`src/rtl/gb_pad_responder.sv`:
```
// Purpose : device side of the NES-style pad link; latches I_BUTTONS on LATCH and shifts them out on PULSE.
// Latency : a LATCH/PULSE pin edge reaches O_DATA after SYNC_STAGES + FILTER_CYCLES + 1 I_CLK cycles.
// Backpressure: none; the reader paces the link, and pulses beyond the 8th only hold the fill level.
module gb_pad_responder #(
   parameter int   SYNC_STAGES    = 2,
   parameter int   FILTER_CYCLES  = 2,
   parameter logic FILL_BIT       = 1'b0,
   parameter int   TIMEOUT_CYCLES = 4096
) (
   input  logic       I_CLK,
   input  logic       I_RESET_L,
   input  logic [7:0] I_BUTTONS,
   input  logic       I_LATCH,
   input  logic       I_PULSE,
   output logic       O_DATA,
   output logic       O_BUSY,
   output logic [3:0] O_BIT_CNT,
   output logic       O_FRAME_DONE
);

   // Debounce counter holds 0..FILTER_CYCLES; one flop minimum keeps the bypass case legal.
   localparam int FW = (FILTER_CYCLES > 0) ? $clog2(FILTER_CYCLES + 1) : 1;
   localparam logic [FW-1:0] FILT_LAST = FW'(FILTER_CYCLES);

   // Timeout counter holds 0..TIMEOUT_CYCLES-1; a zero timeout disables it entirely.
   localparam bit TMO_EN = (TIMEOUT_CYCLES != 0);
   localparam int TW = (TIMEOUT_CYCLES > 1) ? $clog2(TIMEOUT_CYCLES) : 1;
   localparam logic [TW-1:0] TMO_LAST = TW'((TIMEOUT_CYCLES > 0) ? TIMEOUT_CYCLES - 1 : 0);

   localparam logic [1:0] ST_IDLE    = 2'd0;
   localparam logic [1:0] ST_LATCHED = 2'd1;
   localparam logic [1:0] ST_SHIFT   = 2'd2;

   // Channel 0 is LATCH, channel 1 is PULSE.
   logic [1:0]             pin_w;
   logic [SYNC_STAGES-1:0] sync_q [2];
   logic [FW-1:0]          fcnt_q [2];
   logic [1:0]             filt_q;
   logic [1:0]             filt_prev_q;

   logic latch_rise_w;
   logic latch_fall_w;
   logic pulse_rise_w;

   logic [1:0]    state_q, state_d;
   logic [6:0]    shreg_q, shreg_d;
   logic          data_q, data_d;
   logic [3:0]    cnt_q, cnt_d;
   logic          done_q, done_d;
   logic [TW-1:0] tmo_q, tmo_d;

   // Buttons rearranged into wire order: bit 0 leaves first (A), bit 7 last (RIGHT).
   logic [7:0] load_w;

   assign pin_w  = {I_PULSE, I_LATCH};
   assign load_w = {I_BUTTONS[0], I_BUTTONS[1], I_BUTTONS[3], I_BUTTONS[2],
                    I_BUTTONS[7], I_BUTTONS[6], I_BUTTONS[5], I_BUTTONS[4]};

   // Synchronize both pins, then accept a new level only once it has persisted FILTER_CYCLES samples.
   always_ff @(posedge I_CLK) begin
      if (!I_RESET_L) begin
         for (int c = 0; c < 2; c++) begin
            sync_q[c] <= '0;
            fcnt_q[c] <= '0;
         end
         filt_q      <= '0;
         filt_prev_q <= '0;
      end else begin
         filt_prev_q <= filt_q;
         for (int c = 0; c < 2; c++) begin
            sync_q[c] <= {sync_q[c][SYNC_STAGES-2:0], pin_w[c]};
            if (sync_q[c][SYNC_STAGES-1] == filt_q[c]) begin
               fcnt_q[c] <= '0;
            end else if (fcnt_q[c] == FILT_LAST) begin
               filt_q[c] <= sync_q[c][SYNC_STAGES-1];
               fcnt_q[c] <= '0;
            end else begin
               fcnt_q[c] <= fcnt_q[c] + FW'(1);
            end
         end
      end
   end

   assign latch_rise_w =  filt_q[0] & ~filt_prev_q[0];
   assign latch_fall_w = ~filt_q[0] &  filt_prev_q[0];
   assign pulse_rise_w =  filt_q[1] & ~filt_prev_q[1];

   // Frame sequencing: load while latched, shift on pulses, abort on a new latch, give up on silence.
   always_comb begin
      state_d = state_q;
      shreg_d = shreg_q;
      data_d  = data_q;
      cnt_d   = cnt_q;
      done_d  = 1'b0;
      tmo_d   = tmo_q;
      case (state_q)
         ST_IDLE: begin
            data_d = 1'b1;
            cnt_d  = 4'd0;
            tmo_d  = '0;
            if (latch_rise_w) begin
               state_d = ST_LATCHED;
               shreg_d = load_w[7:1];
               data_d  = ~load_w[0];
            end
         end
         ST_LATCHED: begin
            // Transparent load; the last load before the fall is what gets shifted.
            shreg_d = load_w[7:1];
            data_d  = ~load_w[0];
            cnt_d   = 4'd0;
            tmo_d   = '0;
            if (latch_fall_w) begin
               state_d = ST_SHIFT;
            end
         end
         ST_SHIFT: begin
            if (latch_rise_w) begin
               // A new latch aborts the frame and drops any coincident pulse.
               state_d = ST_LATCHED;
               shreg_d = load_w[7:1];
               data_d  = ~load_w[0];
               cnt_d   = 4'd0;
               tmo_d   = '0;
            end else if (pulse_rise_w) begin
               tmo_d = '0;
               if (cnt_q < 4'd8) begin
                  shreg_d = {1'b0, shreg_q[6:1]};
                  cnt_d   = cnt_q + 4'd1;
                  if (cnt_q == 4'd7) begin
                     data_d = FILL_BIT;
                     done_d = 1'b1;
                  end else begin
                     data_d = ~shreg_q[0];
                  end
               end else begin
                  data_d = FILL_BIT;
               end
            end else if (TMO_EN && (tmo_q == TMO_LAST)) begin
               state_d = ST_IDLE;
               cnt_d   = 4'd0;
               data_d  = 1'b1;
               tmo_d   = '0;
            end else if (TMO_EN) begin
               tmo_d = tmo_q + TW'(1);
            end
         end
         default: begin
            state_d = ST_IDLE;
            data_d  = 1'b1;
            cnt_d   = 4'd0;
            tmo_d   = '0;
         end
      endcase
   end

   // Frame state registers; reset overrides any link activity.
   always_ff @(posedge I_CLK) begin
      if (!I_RESET_L) begin
         state_q <= ST_IDLE;
         shreg_q <= '0;
         data_q  <= 1'b1;
         cnt_q   <= 4'd0;
         done_q  <= 1'b0;
         tmo_q   <= '0;
      end else begin
         state_q <= state_d;
         shreg_q <= shreg_d;
         data_q  <= data_d;
         cnt_q   <= cnt_d;
         done_q  <= done_d;
         tmo_q   <= tmo_d;
      end
   end

   assign O_DATA       = data_q;
   assign O_BUSY       = (state_q != ST_IDLE);
   assign O_BIT_CNT    = cnt_q;
   assign O_FRAME_DONE = done_q;

endmodule

```
`config.mk`:
```
export PLATFORM = sky130hd
export DESIGN_NAME = gb_pad_responder
export DESIGN_NICKNAME = d
export VERILOG_FILES = /design/src/rtl/gb_pad_responder.sv
export SDC_FILE = /design/constraint.sdc
export NUM_CORES = 1
export LEC_CHECK = 0
export CORE_MARGIN = 2
export CORE_UTILIZATION = 49
export CTS_CLUSTER_DIAMETER = 30
export DETAILED_ROUTE_END_ITERATION = 7
export GPL_ROUTABILITY_DRIVEN = 0
export PLACE_DENSITY_LB_ADDON = 0.12
export SETUP_SLACK_MARGIN = 0.1
export SYNTH_ARGS = -nofsm -noshare
export SYNTH_HDL_FRONTEND = slang
export SYNTH_SLANG_ARGS = --single-unit
```
`constraint.sdc`:
```
create_clock -name I_CLK -period 1.45 [get_ports I_CLK]
set_input_delay 0.29 -clock I_CLK [delete_from_list [all_inputs] [get_ports I_CLK]]
set_output_delay 0.29 -clock I_CLK [all_outputs]
set_load 0.005 [all_outputs]
```
==> results.json <==
{
  "status": "complete, but fails checks",
  "violations": "setup timing",
  "worstSkewPairLatency_ps": 350,
  "gr-total-overflow": 0,
  "arrival_ps": 1720,
  "ys.flop_type": "dfxtp_1",
  "grt_pass1_vias": 1464,
  "drv_slew": 0,
  "finalCritPeriodShare_pct": 101.9,
  "firstDrtPassIters": 4,
  "yosys-mux-area-fraction_pct": 3.030,
  "hold_path_depth": 3,
  "setup_viol": 5,
  "antenna_left": 0,
  "syn_to_final_growth_pct": 44.49,
  "async_flop_share_pct": 0,
  "rows": 21,
  "die_x_um": 62.78,
  "final_common_cell": "buf_4",
  "design_area_um2": 2446,
  "hold_violations": 0,
  "synth_top_family_by_area": "simple AND/OR/NAND/NOR gates",
  "timing.setup.tns_ps": -80.60,
  "crit_slowest_cell": "dfxtp_4",
  "synthAdderAreaFrac_pct": 2.956,
  "grt_max_degree": 13,
  "drive_above_1_share_pct": 40.51,
  "fin_nets": 252,
  "cp_max_fo": 12,
  "ios": 19,
  "place_inst": 262,
  "grt.total_usage_pct": 21.46,
  "rsz0062_at_grt": "yes",
  "yosysSeqAreaShare_pct": 48.48,
  "ys_ff_latch": 39,
  "cts_made_buffers": 5,
  "fin_worst_skew_ps": 3.039,
  "diodes": 0,
  "peakVddDrop_mv": 0.5544,
  "path_cells": "buf_6 > and4bb_2 > o31a_1 > buf_12 > nor2_1 > a311oi_2",
  "clkSinkCount": 39,
  "port-buffer-count": 18,
  "drc": 0,
  "vias": 1489,
  "synth_area_um2": 1693,
  "antenna_found_initial": 0,
  "synthSimpleGateAreaFrac_pct": 26.83,
  "synth-compound-area-share_pct": 10.57,
  "worst_ep_required_time_ps": 1690,
  "p_leak_nw": 0.9386,
  "preCtsSetupSlack_ps": -345.8,
  "synthXorXnorAreaFrac_pct": 4.656,
  "wl_mm": 4.115,
  "cts_tree": "built",
  "wl_per_cell_um": 14.54,
  "die_h_um": 62.78,
  "avgSynthCellArea_um2": 9.511,
  "ys_warn_count": 0,
  "drtIter0Drc": 70,
  "h-tree-depth": 2,
  "clockRootBuffer": "clkbuf_4",
  "r2r_cells": 6,
  "dp_hpwl_mm": 2.409,
  "fp.coreArea_um2": 3337,
  "start_util_pct": 50.73,
  "via_per_inst": 5.261,
  "layout_common_cells": "buf_4 (30), dfxtp_1 (22), nand2_1 (14), nor2_1 (13), dfxtp_2 (12)",
  "fmax_mhz": 677.0,
  "power.density_nw_per_um2": 726.1,
  "grt_first_pass_wirelength_mm": 6.706,
  "yosysUniqueCellTypes": 44,
  "placed_area_um2": 2103,
  "clk_pin_slew_ps": 110,
  "final_cell_count_no_fill": 283,
  "startpoint_type": "register",
  "hold_path_class": "in2reg",
  "postCtsHoldBufs": 0,
  "synth_cells": 178,
  "maxCapViolCount": 0,
  "min_period_ps": 1477,
  "worst_slack_ps": -27.14,
  "slowest_delay_ps": 360,
  "synth_edf_count": 4,
  "worst-setup-path-type": "reg2reg",
  "end_kind": "register",
  "die_area_um2": 3941,
  "clockBufferDepth": 2
}
==> stage by stage <==
stage	util [%]	power (W)	hold slack (ps)
floorplan	-	0.001190	411.7
global placement	63.03	0.001246	416.6
detailed placement	63.03	0.001250	423.6
CTS	69.67	0.001763	450.9
global route	73.30	0.001844	336.3
finish	73.30	0.001776	339.5
==> layer usage <==
metal | share of wire (%) | vias up | GRT usage [%]
met3 | 2.9 | 10 | 5.405
met1 | 43 | 714 | 25.66
met4 | 2.1 | 0 | 8.333
li1 | - | 743 | -
met2 | 52 | 22 | 36.96
met5 | 0 | - | 0
==> critical path: cells and delay by family (launching register included) <==
kind	cells	cell delay, ps
AND/OR/NAND/NOR	2	380
buffers and inverters	2	280
flip-flops	1	360
AO/OA/AOI/OAI	2	330
==> cell type report <==
cell class	instances	area, um2
Clock buffer	6	41.29
Clock inverter	2	7.507
Multi-Input combinational cell	133	1023
Sequential cell	39	839.6
Timing Repair Buffer	53	461.7
Tap cell	46	57.56
Fill cell	246	890.9
Inverter	4	15.01
==> sequential cells by signal (all words and copies together) (netlist names) <==
signal,cells
O_DATA,1
O_BIT_CNT,4
O_FRAME_DONE,1
sync_q,4
state_q,2
filt_prev_q,2
tmo_q,12
shreg_q,7
fcnt_q,4
filt_q,2
==> synthesized netlist by cell type (2+ instances only) <==
| cell | number | area [um2] |
|---|---|---|
| dfxtp_1 | 35 | 700.7 |
| nor2_1 | 24 | 90.09 |
| nand2_1 | 15 | 56.30 |
| nand3_1 | 9 | 45.04 |
| and2_1 | 7 | 43.79 |
| nor3_1 | 7 | 35.03 |
| a311oi_1 | 6 | 52.55 |
| or3_1 | 6 | 37.54 |
| xnor2_1 | 5 | 43.79 |
| edfxtp_1 | 4 | 120.1 |
| ha_1 | 4 | 50.05 |
| inv_1 | 4 | 15.01 |
| mux2i_1 | 4 | 40.04 |
| xor2_1 | 4 | 35.03 |
| a21oi_1 | 3 | 15.01 |
| nand2b_1 | 3 | 18.77 |
| nand4_1 | 3 | 18.77 |
| nor2b_1 | 3 | 18.77 |
| o21ai_0 | 3 | 15.01 |
| a31oi_1 | 2 | 12.51 |
| buf_2 | 2 | 10.01 |
| buf_6 | 2 | 22.52 |
| clkbuf_1 | 2 | 7.510 |
==> timing repair <==
item | CTS | global route
gates resized for setup | 40 | 28
endpoints found under the hold margin | 0 | 0
cloned | 1 | 0
buffers inserted | 9 | 3
endpoints found under the setup margin | 27 | 30
pin swaps | 12 | 5
==> power breakdown <==
part | total, W | switching (W) | internal (W) | leakage [nW]
Combinational | 0.000123 | 0.0000544 | 0.0000686 | 0.581
Sequential | 0.00112 | 0.0000126 | 0.00111 | 0.330
Clock | 0.000533 | 0.000354 | 0.000180 | 0.0273
Total | 0.00178 | 0.000421 | 0.00136 | 0.939
==> path summary, 6_finish.rpt <==
| path | start | end | slack [ps] |
|---|---|---|---|
| worst min-delay path | I_RESET_L | state_q[1]$_SDFFE_PN0P_ | 340 |
| worst max register to register | state_q[1]$_SDFFE_PN0P_ | shreg_q[3]$_SDFFE_PN0P_ | -30 |
| worst max-delay path | state_q[1]$_SDFFE_PN0P_ | shreg_q[3]$_SDFFE_PN0P_ | -30 |
| worst min register to register | sync_q[0][0]$_SDFF_PN0_ | sync_q[0][1]$_SDFF_PN0_ | 450 |
==> kinds of logic after synthesis <==
logic type | count (synthesis)
simple gates | 86
flops | 39
compound gates | 24
buf+inv | 10
xor+xnor | 9
mux | 5
fa+ha+maj | 4
other cells | 1
Power figures use the tool's default switching activity.
